File: config.mk
export PLATFORM = sky130hd
export DESIGN_NAME = bt_uart_tx
export DESIGN_NICKNAME = d
export VERILOG_FILES = /design/src/rtl/bt_uart_tx.sv
export SDC_FILE = /design/constraint.sdc
export NUM_CORES = 1
export LEC_CHECK = 0
export ABC_AREA = 1
export ABC_CLOCK_PERIOD_IN_PS = 4320
export CAP_MARGIN = 20
export CORE_ASPECT_RATIO = 0.5
export CORE_MARGIN = 3
export CORE_UTILIZATION = 30
export DETAILED_ROUTE_END_ITERATION = 16
export PLACE_DENSITY = 0.44
export SLEW_MARGIN = 20
export SYNTH_ARGS = -nofsm -noshare
export SYNTH_HDL_FRONTEND = slang
export SYNTH_SLANG_ARGS = --single-unit
File: constraint.sdc
create_clock -name clk -period 4.32 [get_ports clk]
set_input_delay 0.432 -clock clk [delete_from_list [all_inputs] [get_ports clk]]
set_output_delay 0.432 -clock clk [all_outputs]
set_load 0.02 [all_outputs]
File: src/rtl/bt_uart_tx.sv
// bt_uart_tx: UART 8N1 transmitter fed by a small circular byte FIFO; bit timing from clk / (CLK_HZ/BAUD).
// Latency: a byte pushed into an empty FIFO at edge N is popped at N+1 and the start bit is on tx from N+2.
// Backpressure: tx_ready drops while the FIFO is full; a write attempted then is dropped and sets sticky overflow.
//
// Ports:
//   clk         system clock, rising edge
//   rst         synchronous reset, active-low
//   tx_data     byte to queue, sampled only when tx_valid && tx_ready
//   tx_valid    write request
//   tx_ready    FIFO not full (combinational from the FIFO count)
//   tx          serial line, idle high, registered
//   busy        high from first start-bit cycle through last stop-bit cycle, registered
//   fifo_count  bytes waiting in the FIFO, not counting the frame on the line
//   overflow    sticky write-while-full flag, cleared only by reset
module bt_uart_tx #(
  parameter int CLK_HZ     = 100_000_000,
  parameter int BAUD       = 9600,
  parameter int FIFO_DEPTH = 4
) (
  input  logic                          clk,
  input  logic                          rst,
  input  logic [7:0]                    tx_data,
  input  logic                          tx_valid,
  output logic                          tx_ready,
  output logic                          tx,
  output logic                          busy,
  output logic [$clog2(FIFO_DEPTH):0]   fifo_count,
  output logic                          overflow
);

  localparam int CLKS_PER_BIT = CLK_HZ / BAUD;
  localparam int CNT_W        = $clog2(CLKS_PER_BIT);
  localparam int PTR_W        = $clog2(FIFO_DEPTH);
  localparam int CW           = PTR_W + 1;

  localparam logic [CNT_W-1:0] BAUD_LAST = CNT_W'(CLKS_PER_BIT - 1);
  localparam logic [CNT_W-1:0] BAUD_ONE  = CNT_W'(1);
  localparam logic [PTR_W-1:0] PTR_ONE   = PTR_W'(1);
  localparam logic [CW-1:0]    CNT_ONE   = CW'(1);
  localparam logic [CW-1:0]    CNT_FULL  = CW'(FIFO_DEPTH);

  typedef enum logic [1:0] {
    IDLE,
    START,
    DATA,
    STOP
  } state_t;

  // Registered state
  state_t           state_q,   state_d;
  logic [CNT_W-1:0] baud_q,    baud_d;
  logic [2:0]       bit_idx_q, bit_idx_d;
  logic [7:0]       shift_q,   shift_d;
  logic             tx_q,      tx_d;
  logic             busy_q,    busy_d;
  logic             ovf_q,     ovf_d;
  logic [7:0]       mem_q [FIFO_DEPTH];
  logic [7:0]       mem_d [FIFO_DEPTH];
  logic [PTR_W-1:0] wr_ptr_q,  wr_ptr_d;
  logic [PTR_W-1:0] rd_ptr_q,  rd_ptr_d;
  logic [CW-1:0]    count_q,   count_d;

  logic push;
  logic pop;
  logic fifo_nonempty;
  logic baud_last;

  // Full refuses the write even when a pop happens in the same cycle.
  assign tx_ready      = (count_q != CNT_FULL);
  assign push          = tx_valid && tx_ready;
  assign fifo_nonempty = (count_q != '0);
  assign baud_last     = (baud_q == BAUD_LAST);

  // FSM next state; pop is asserted on the cycle the head byte moves into the shift register.
  always_comb begin
    state_d   = state_q;
    baud_d    = baud_q;
    bit_idx_d = bit_idx_q;
    shift_d   = shift_q;
    pop       = 1'b0;
    case (state_q)
      IDLE: begin
        if (fifo_nonempty) begin
          pop       = 1'b1;
          shift_d   = mem_q[rd_ptr_q];
          baud_d    = '0;
          bit_idx_d = '0;
          state_d   = START;
        end
      end
      START: begin
        if (baud_last) begin
          baud_d    = '0;
          bit_idx_d = '0;
          state_d   = DATA;
        end else begin
          baud_d = baud_q + BAUD_ONE;
        end
      end
      DATA: begin
        if (baud_last) begin
          baud_d  = '0;
          shift_d = {1'b0, shift_q[7:1]};
          if (bit_idx_q == 3'd7) begin
            state_d = STOP;
          end else begin
            bit_idx_d = bit_idx_q + 3'd1;
          end
        end else begin
          baud_d = baud_q + BAUD_ONE;
        end
      end
      STOP: begin
        if (baud_last) begin
          baud_d = '0;
          // Back-to-back frames: next start bit follows the stop bit with no idle cycle.
          if (fifo_nonempty) begin
            pop       = 1'b1;
            shift_d   = mem_q[rd_ptr_q];
            bit_idx_d = '0;
            state_d   = START;
          end else begin
            state_d = IDLE;
          end
        end else begin
          baud_d = baud_q + BAUD_ONE;
        end
      end
      default: state_d = IDLE;
    endcase
  end

  // Line outputs are registered from the current state, so tx trails the state by one cycle;
  // every state lasts CLKS_PER_BIT cycles, so bit widths on tx are unaffected.
  always_comb begin
    tx_d = 1'b1;
    case (state_q)
      START:   tx_d = 1'b0;
      DATA:    tx_d = shift_q[0];
      default: tx_d = 1'b1;
    endcase
    busy_d = (state_q != IDLE);
    ovf_d  = ovf_q | (tx_valid && !tx_ready);
  end

  // Circular FIFO bookkeeping; pointers wrap naturally since the depth is a power of two.
  always_comb begin
    mem_d    = mem_q;
    wr_ptr_d = wr_ptr_q;
    rd_ptr_d = rd_ptr_q;
    count_d  = count_q;
    if (push) begin
      mem_d[wr_ptr_q] = tx_data;
      wr_ptr_d        = wr_ptr_q + PTR_ONE;
    end
    if (pop) begin
      rd_ptr_d = rd_ptr_q + PTR_ONE;
    end
    case ({push, pop})
      2'b10:   count_d = count_q + CNT_ONE;
      2'b01:   count_d = count_q - CNT_ONE;
      default: count_d = count_q;
    endcase
  end

  always_ff @(posedge clk) begin
    if (!rst) begin
      state_q   <= IDLE;
      baud_q    <= '0;
      bit_idx_q <= '0;
      shift_q   <= '0;
      tx_q      <= 1'b1;
      busy_q    <= 1'b0;
      ovf_q     <= 1'b0;
      mem_q     <= '{default: '0};
      wr_ptr_q  <= '0;
      rd_ptr_q  <= '0;
      count_q   <= '0;
    end else begin
      state_q   <= state_d;
      baud_q    <= baud_d;
      bit_idx_q <= bit_idx_d;
      shift_q   <= shift_d;
      tx_q      <= tx_d;
      busy_q    <= busy_d;
      ovf_q     <= ovf_d;
      mem_q     <= mem_d;
      wr_ptr_q  <= wr_ptr_d;
      rd_ptr_q  <= rd_ptr_d;
      count_q   <= count_d;
    end
  end

  assign tx         = tx_q;
  assign busy       = busy_q;
  assign overflow   = ovf_q;
  assign fifo_count = count_q;

endmodule

Word level (Yosys, flattened, before mapping)
Cells that the tools add are included.

operators by class
  shifts and indexed selects = 0
  reduce and logical (&&, ||, !) cells = 13
  eq/ne operators = 14
  add/sub/neg operators = 6
  bitwise gates (word level) = 3
  magnitude comparators = 3
  $mul = 0
  divide/modulo/power cells = 0
  mux-type cells = 31

operators with widths
  cell                                                                    number
  8-bit 2-to-1 mux                                                        6
  32-bit bitwise mux                                                      1
  14-bit 2-to-1 mux                                                       2
  14-bit one-hot mux with 2 select lines                                  1
  8-bit one-hot mux with 3 select lines                                   1
  8-bit binary-select mux with 2-bit select                               1
  8-bit demux with 2-bit select                                           1
  3-bit 2-to-1 mux                                                        5
  14-bit by 1-bit adder with 14-bit output (second input constant)        1
  14-bit equality test (second input constant)                            1
  2-bit != test (second input constant)                                   6
  3-bit one-hot mux with 4 select lines                                   1
  2-bit 2-to-1 mux                                                        5
  2-bit one-hot mux with 4 select lines                                   1
  3-bit by 1-bit adder with 3-bit output (second input constant)          2
  2-bit equality test (second input constant)                             3
  3-bit greater-or-equal comparator (second input constant)               2
  2-bit inverter with 3-bit output                                        2
  3-bit one-hot mux with 2 select lines                                   1
  3-bit nonzero test                                                      2
  5-bit AND reduction                                                     1
  2-bit by 1-bit adder with 2-bit output (second input constant)          2
  2-bit by 1-bit equality test with 1-bit output (second input constant)  2
  1-bit one-hot mux with 2 select lines                                   2
  other kinds (13)                                                        18

storage, ports and cells
  memories kept = 0
  bits in registers = 69
  logic and storage cells = 84
  input port bits = 11
  output and inout bits = 7
  bits in read-only memories = 0
  memory bits (writable) = 0
  latch bits = 0

Longest topological paths before layout
Gate-level depths: netlist (run 1).

  word-level depth = 7
  mapped depth = 14
  depth with buffers taken out = 14

Worst setup path after synthesis (run 1)
No wires, ideal clock.

  path kind = register to register
  from = register count_q[0] (netlist: fifo_count[0])
  to = register count_q[2] (netlist: fifo_count[2])
  setup slack = 2.284 ns
  setup time = 0.134 ns
  data arrival time = 1.902 ns
  cell stages (with the launch flop) = 12
  clock period less this slack = 2.036 ns
  path buffers = 0
  required time = 4.186 ns
  cells stage by stage = dfxtp_1 -> nor2_4 -> a21oi_1 -> nand3_1 -> nand2_1 -> nand2_1 -> inv_1 -> ha_1 -> fa_1 -> o21a_1 -> o21ai_0 -> a21oi_1

on the way
  word-level cells in the longest chain between the ends = 6
  elaborated cells on any way between the ends = 12
  those cells by class = 2 x add/sub; 3 x eq/ne; 4 x mux; 3 x reduce/logical

ends and longest elaborated chain
  item                                                                                          line     RTL
  start: declaration                                                                            61       logic [CW-1:0] count_q, count_d;
  start signal: assignment                                                                      190      count_q <= count_d;
  3-bit nonzero test (*)                                                                        71       assign fifo_nonempty = (count_q != '0);
  1-bit 2-to-1 mux (*)                                                                          83, 117
  1-bit 2-to-1 mux                                                                              114      if (baud_last) begin
  1-bit one-hot mux with 2 select lines (*)                                                     81       case (state_q)
  via pop                                                                                       64       logic pop;
  2-bit by 1-bit equality test with 1-bit output / 2-bit equality test (equally long branches)  159      case ({push, pop})
  3-bit one-hot mux with 2 select lines / 2-bit nonzero test (equally long branches)            n/a

Mark *: on every way through the listed nets, which the timed path passes. The rest lies on a longest branch.
A chain may end at the register's enable or synchronous reset.

Worst setup path after layout (run 1)
  from = register state_q[0]
  to = register count_q[2] (netlist: fifo_count[2])

on the way
  word-level cells in the longest chain between the ends = 4
  elaborated cells on any way between the ends = 7
  those cells by class = 3 x eq/ne; 2 x mux; 2 x reduce/logical

ends and longest elaborated chain
  item                                                                                          line  RTL
  start: declaration                                                                            50    state_t state_q, state_d;
  start signal: assignment                                                                      180   state_q <= state_d;
  2-bit equality test / 2-bit logical NOT (equally long branches)                               81
  1-bit one-hot mux with 2 select lines (*)                                                     81
  via pop                                                                                       64
  2-bit by 1-bit equality test with 1-bit output / 2-bit equality test (equally long branches)  159
  3-bit one-hot mux with 2 select lines / 2-bit nonzero test (equally long branches)            n/a

Marks and branches as above.

==> results of run 1 <==
[layer usage]
metal	global-route usage (%)	vias up	share of wire (%)
met5	0	-	0
met4	4.19	0	0.90
met3	4.78	5	3.7
li1	-	1619	-
met1	17.8	1342	52
met2	23.5	33	43
[placed cells by master, fill, tap and decap left out, drive strengths merged]
cell type | netlist | final
nand3b | 1 | 1
nand2 | 110 | 110
clkinv | 0 | 1
dfxtp | 69 | 69
o22ai | 1 | 1
nand4 | 4 | 4
o211ai | 7 | 7
clkbuf | 10 | 11
clkinvlp | 0 | 2
ha | 13 | 13
clkdlybuf4s50 | 0 | 17
inv | 56 | 56
nor3 | 4 | 4
bufinv | 0 | 1
or2 | 2 | 2
a21oi | 67 | 67
xor2 | 1 | 1
fa | 1 | 1
and2 | 1 | 1
xnor2 | 1 | 1
nor2 | 39 | 39
o21a | 3 | 3
buf | 12 | 2
o21ai | 48 | 48
nand3 | 40 | 40
[cells by family (layout without fill, tap and decap cells)]
logic type      Yosys count  after routing
simple gates            201            201
xor+xnor                  2              2
buf+inv                  78             90
fa+ha+maj                14             14
compound gates          126            126
flops                    69             69
[worst max-delay path, stage by stage (launching register included)]
cell	delay (ns)
dfxtp_1	0.38
inv_1	0.11
ha_1	0.35
inv_1	0.08
nand2_1	0.09
inv_1	0.06
ha_1	0.22
fa_1	0.39
a21oi_1	0.14
o21a_1	0.15
o21ai_0	0.07
a21oi_1	0.12
[registers in the layout (all words and copies together) (netlist names)]
register	flops
fifo_count	3
mem_q	32
baud_q	14
wr_ptr_q	2
busy	1
shift_q	8
bit_idx_q	3
state_q	2
overflow	1
tx	1
rd_ptr_q	2
[through the flow]
step,hold WS (ns),instance area (um^2),util (%),instances
detailed placement,0.445,3750,33.5,646
CTS,0.454,4030,36.1,661
floorplan,0.429,3500,-,490
global route,0.473,4030,36.1,661
global placement,0.445,3750,33.5,646
finish,0.450,4030,36.1,661
[cell type report]
| type | instances | area (um^2) |
|---|---|---|
| clock buffers | 11 | 233 |
| clock inverters | 4 | 50.0 |
| fillers | 1201 | 7150 |
| inverters | 56 | 210 |
| multi-input cells | 343 | 1770 |
| flip-flops and latches | 69 | 1380 |
| well taps | 159 | 199 |
| repair buffers | 19 | 185 |
[report_power, final]
group	switching [mW]	leakage, nW	internal [mW]	total [mW]
clock network	0.280	0.132	0.443	0.723
registers	0.0911	0.563	0.735	0.826
logic	0.551	0.868	0.294	0.845
total	0.922	1.56	1.47	2.39
[worst max path at each step]
| stage | depth (start not counted) | to |
|---|---|---|
| after floorplan | 11 | fifo_count[2]$_SDFFE_PN0P_ |
| after global placement | 5 | mem_q[28]$_SDFFE_PN0P_ |
| after detailed placement | 8 | fifo_count[2]$_SDFFE_PN0P_ |
| after CTS | 11 | fifo_count[2]$_SDFFE_PN0P_ |
| after global routing | 12 | fifo_count[2]$_SDFFE_PN0P_ |
| final | 11 | fifo_count[2]$_SDFFE_PN0P_ |
==> flow_metrics.py, run 1 <==
metrics = {
    "floorplan": {
        "coreArea_um2": 11200,
        "die_height_um": 82.4,
        "die_w_um": 159,
        "io_pins": 18,
        "die_area_um2": 13100,
        "start_util_pct": 31.3,
        "rows": 27,
    },
    "worst_setup_path": {
        "worstReg2RegEnd": "fifo_count[2]$_SDFFE_PN0P_",
        "cp.required_ns": 4.59,
        "arrival_ns": 2.49,
        "r2r_slack_ns": 2.10,
        "crit_type": "reg -> reg",
        "critPathMaxFanout": 5,
        "end_kind": "register",
        "startpoint": "state_q[0]$_SDFFE_PN0P_",
        "reg2reg_depth": 11,
        "worstSetupStartpointType": "register",
        "reg2reg_from": "state_q[0]$_SDFFE_PN0P_",
    },
    "pwr": {
        "design_power_total_mw": 2.39,
        "ir_worst_vdd_uv": 216,
        "p_leak_nw": 1.56,
        "p_per_area_nw_per_um2": 594,
    },
    "sta": {
        "finalHoldViolCount": 0,
        "fmax_ghz": 0.451,
        "period_share_pct": 51.4,
        "setup_tns_ns": 0,
        "finalCriticalPeriod_ns": 2.22,
        "rsz0062_at_grt": "no",
        "skew_ns": 0.0104,
        "finalWorstSetupSlack_ns": 2.10,
        "drv_slew": 0,
        "tightest_slew_ns": 1.06,
        "slew-limit-headroom_pct": 29.5,
        "setup_viol": 0,
    },
    "detailed_routing": {
        "drt_iter0_markers": 136,
        "ant_nets": 0,
        "vias_per_cell": 4.54,
        "drc_errors": 0,
        "vias": 2999,
        "dr.pass1.iters": 4,
        "wl_per_cell_um": 12.7,
        "wl_um": 8410,
    },
    "logic_synthesis": {
        "synth_cells": 490,
        "synthArstFlopShare_pct": 0,
        "synth_mux_area_share_pct": 0,
        "yosysMostFrequentCell": "nand2_1",
        "synth-seq-cells": 69,
        "synth_area_leader_cell": "dfxtp_1",
        "netlist_area_um2": 3500,
        "synth-edff-count": 0,
        "yosysUniqueCellTypes": 35,
        "yosys.area_share.simple_pct": 25.8,
        "synth_top_area_share_pct": 39.4,
        "synth-adder-area-share_pct": 5.21,
        "synth_sequential_area_ratio_pct": 39.4,
        "avgSynthCellArea_um2": 7.15,
        "synth_compound_area_share_pct": 19.1,
        "synth_common_cells": "nand2_1 (102), dfxtp_1 (69), a21oi_1 (67)",
        "yosys_warnings": 0,
        "synth_nets": 515,
        "synth_xor_xnor_area_share_pct": 0.500,
        "synth_flop_cell": "dfxtp_1",
        "synth_top_family_by_area": "simple AND/OR/NAND/NOR gates",
        "synth.area.top_cells": "dfxtp_1 (39%), nand2_1 (11%), a21oi_1 (9.6%)",
    },
    "worst_hold_path": {
        "hold_start": "overflow$_SDFF_PN0_",
        "holdPathStages": 2,
        "hold_end": "overflow$_SDFF_PN0_",
        "min_path_type": "reg -> reg",
    },
    "placement": {
        "dp_hpwl_um": 5580,
        "portBuffers": 17,
        "dp_slack_ns": 2.09,
        "gp_congestion": 0.747,
    },
    "cts": {
        "clock_latency_ns": 0.34,
        "post_cts_resized": 0,
        "cts_root_buf": "clkbuf_16",
        "clk_pin_slew_worst_paths_ns": 0.06,
        "cts_tree": "done",
        "cts_setup_buffers": 0,
        "cts_sinks": 69,
        "cts_made_buffers": 9,
        "cts.htree.levels": 3,
        "clk_path_buf_depth": 2,
        "hold_buffers": 0,
    },
    "global_routing": {
        "grt_pass1_wl_um": 14500,
        "grtUsageTotal_pct": 14.1,
        "grt_pass1_vias": 2911,
        "antenna_found_initial": 0,
        "grt_start_max_net_pins": 38,
        "grt_overflow": 0,
    },
    "finish": {
        "layout-drive-gt1-share_pct": 6.77,
        "syn2layout_area_growth_pct": 15.1,
        "antenna_cells": 0,
        "nets": 523,
    },
    "run": {
        "drv_cap": 0,
    },
    "status": {
        "outcome": "complete, no violations",
    },
}
Note: power is estimated with default switching activity, not from simulation.
==> inputs of run 2 (changes only) <==
ABC_CLOCK_PERIOD_IN_PS = 2100   (was 4320)
clock period = 2.1 ns   (was 4.32 ns; I/O delays follow)
==> flow_metrics.py, run 2 (synthesized netlist as in run 1, its figures left out) <==
metrics = {
    "floorplan": {
        "die_area_um2": 13100,
        "die_w_um": 159,
        "start_util_pct": 31.3,
        "rows": 27,
        "io_pins": 18,
        "coreArea_um2": 11200,
        "die_height_um": 82.4,
    },
    "worst_hold_path": {
        "min_path_type": "reg -> reg",
    },
    "detailed_routing": {
        "route.met2.wl_um": 3910,
        "dr.pass1.iters": 4,
        "route.met3.wl_um": 253,
        "vias": 3151,
        "drt_iter0_markers": 217,
        "vias_per_cell": 4.57,
        "ant_nets": 0,
        "wl_um": 8880,
        "drc_errors": 0,
        "wl_met1_um": 4650,
        "wl_per_cell_um": 12.9,
        "highest_layer": "met4",
    },
    "cts": {
        "clock_latency_ns": 0.33,
        "cts_sinks": 69,
        "clk_path_buf_depth": 2,
        "cts_made_buffers": 9,
        "cts_root_buf": "clkbuf_16",
        "cts_tree": "done",
        "clk_pin_slew_worst_paths_ns": 0.06,
        "hold_buffers": 0,
        "cts.htree.levels": 3,
    },
    "global_routing": {
        "grt_overflow": 0,
        "grt_pass1_wl_um": 14900,
        "grtUsageTotal_pct": 14.5,
        "grt_pass1_vias": 2995,
        "grt_start_max_net_pins": 37,
        "antenna_found_initial": 0,
    },
    "finish": {
        "final_area_um2": 4360,
        "nets": 550,
        "mostFrequentLayoutCell": "nand2_1",
        "layout-drive-gt1-share_pct": 14.7,
        "top_register": "mem_q",
        "finalNonFillerCells": 689,
        "mostFrequentLayoutCells": "nand2_1 (100), a21oi_1 (66), dfxtp_1 (66)",
        "fin_util_pct": 39.0,
        "largest_register_ff_count": 32,
        "antenna_cells": 0,
        "reg_top3": "mem_q (32), baud_q (14), shift_q (8)",
        "fillers": 1188,
        "syn2layout_area_growth_pct": 24.5,
    },
    "sta": {
        "timing.hold.ws_ns": 0.455,
        "finalHoldViolCount": 0,
        "setup_viol": 0,
        "period_share_pct": 94.4,
        "fmax_ghz": 0.505,
        "drv_slew": 0,
        "tightest_slew_ns": 0.415,
        "skew_ns": 0.00538,
        "slew-limit-headroom_pct": 72.3,
        "finalCriticalPeriod_ns": 1.98,
    },
    "placement": {
        "dp.cells": 672,
        "dp_hpwl_um": 5990,
        "place_area_um2": 3960,
        "portBuffers": 17,
        "gp_congestion": 0.756,
    },
    "status": {
        "outcome": "complete, no violations",
    },
    "worst_setup_path": {
        "arrival_ns": 2.24,
        "critPathMaxFanout": 4,
        "slowest_delay_ns": 0.36,
        "crit_type": "reg -> reg",
        "worstSetupStartpointType": "register",
        "end_kind": "register",
        "cp.required_ns": 2.36,
        "crit_slowest_cell": "dfxtp_2",
        "worstPathCellList": "inv_1 > ha_4 > inv_1 > nand2_2 > inv_2 > ha_4 > fa_2 > a21oi_2 > o21a_1 > o21ai_0 > a21oi_1",
    },
    "run": {
        "drv_cap": 0,
    },
    "pwr": {
        "design_power_total_mw": 5.40,
        "ir_worst_vdd_uv": 393,
        "p_leak_nw": 1.73,
        "p_per_area_nw_per_um2": 1240,
    },
}
run 2: changes by cell type in the layout (fill, tap and decap cells not counted), moves of 2 or more:
cell      delta
buf_4       +26
nand2_2      +2
inv_1        -2
ha_4         +3
dfxtp_2      +3
inv_2        +2
ha_1         -4
nand2_1      -2
dfxtp_1      -3
clkbuf_1     -2
run 2: through the flow:
stage | TNS (ns) | worst slack, ns
2_1_floorplan | 0 | 0.0640
3_3_place_gp | 0 | 0.0333
3_5_place_dp | 0 | 0.0226
4_1_cts | 0 | 0.00733
5_1_grt | -0.0197 | -0.0197
6_report | 0 | 0.118
run 2: timing repair:
| item | 4_1_cts | 5_1_grt |
|---|---|---|
| hold endpoints to repair | 0 | 0 |
| buffers inserted | 0 | 1 |
| resized for setup | 0 | 19 |
| setup endpoints to repair | 0 | 2 |
run 2: critical path: cells and delay by family (launching register included):
family / cells / cell delay [ns]
buffers and inverters: 3 / 0.20
DFF: 1 / 0.36
AOI/OAI and AO/OA: 4 / 0.49
and+or+nand+nor: 1 / 0.08
adders and majority gates: 3 / 0.78
run 2: where the power goes:
| part | switching, mW | internal, mW | leakage, nW | total (mW) |
|---|---|---|---|---|
| Clock | 0.598 | 1.07 | 0.158 | 1.67 |
| Combinational | 1.29 | 0.820 | 1.00 | 2.11 |
| Sequential | 0.113 | 1.52 | 0.564 | 1.63 |
run 2: worst paths after layout:
| path | startpoint | endpoint | slack [ns] | cells past startpoint |
|---|---|---|---|---|
| setup / recovery | state_q[0]$_SDFFE_PN0P_ | fifo_count[2]$_SDFFE_PN0P_ | 0.12 | 11 |
| hold / removal | mem_q[3]$_SDFFE_PN0P_ | mem_q[3]$_SDFFE_PN0P_ | 0.45 | 2 |
| setup reg to reg | state_q[0]$_SDFFE_PN0P_ | fifo_count[2]$_SDFFE_PN0P_ | 0.12 | 11 |
| hold reg to reg | mem_q[3]$_SDFFE_PN0P_ | mem_q[3]$_SDFFE_PN0P_ | 0.45 | 2 |
run 2: layout make-up:
| type | count | area (um^2) | area share, % |
|---|---|---|---|
| Inverter | 56 | 210 | 4.82 |
| Tap cell | 159 | 199 | 4.56 |
| Sequential cell | 69 | 1390 | 31.8 |
| Clock buffer | 10 | 239 | 5.48 |
| Multi-Input combinational cell | 343 | 1840 | 42.2 |
| Timing Repair Buffer | 46 | 400 | 9.18 |
| Clock inverter | 6 | 86.3 | 1.98 |
run 2: metal layers:
layer / track usage (%) / up-vias
met3: 3.94 / 7
met1: 18.8 / 1435
met2: 24.2 / 31
li1: - / 1678
met5: 0 / -
met4: 4.19 / 0
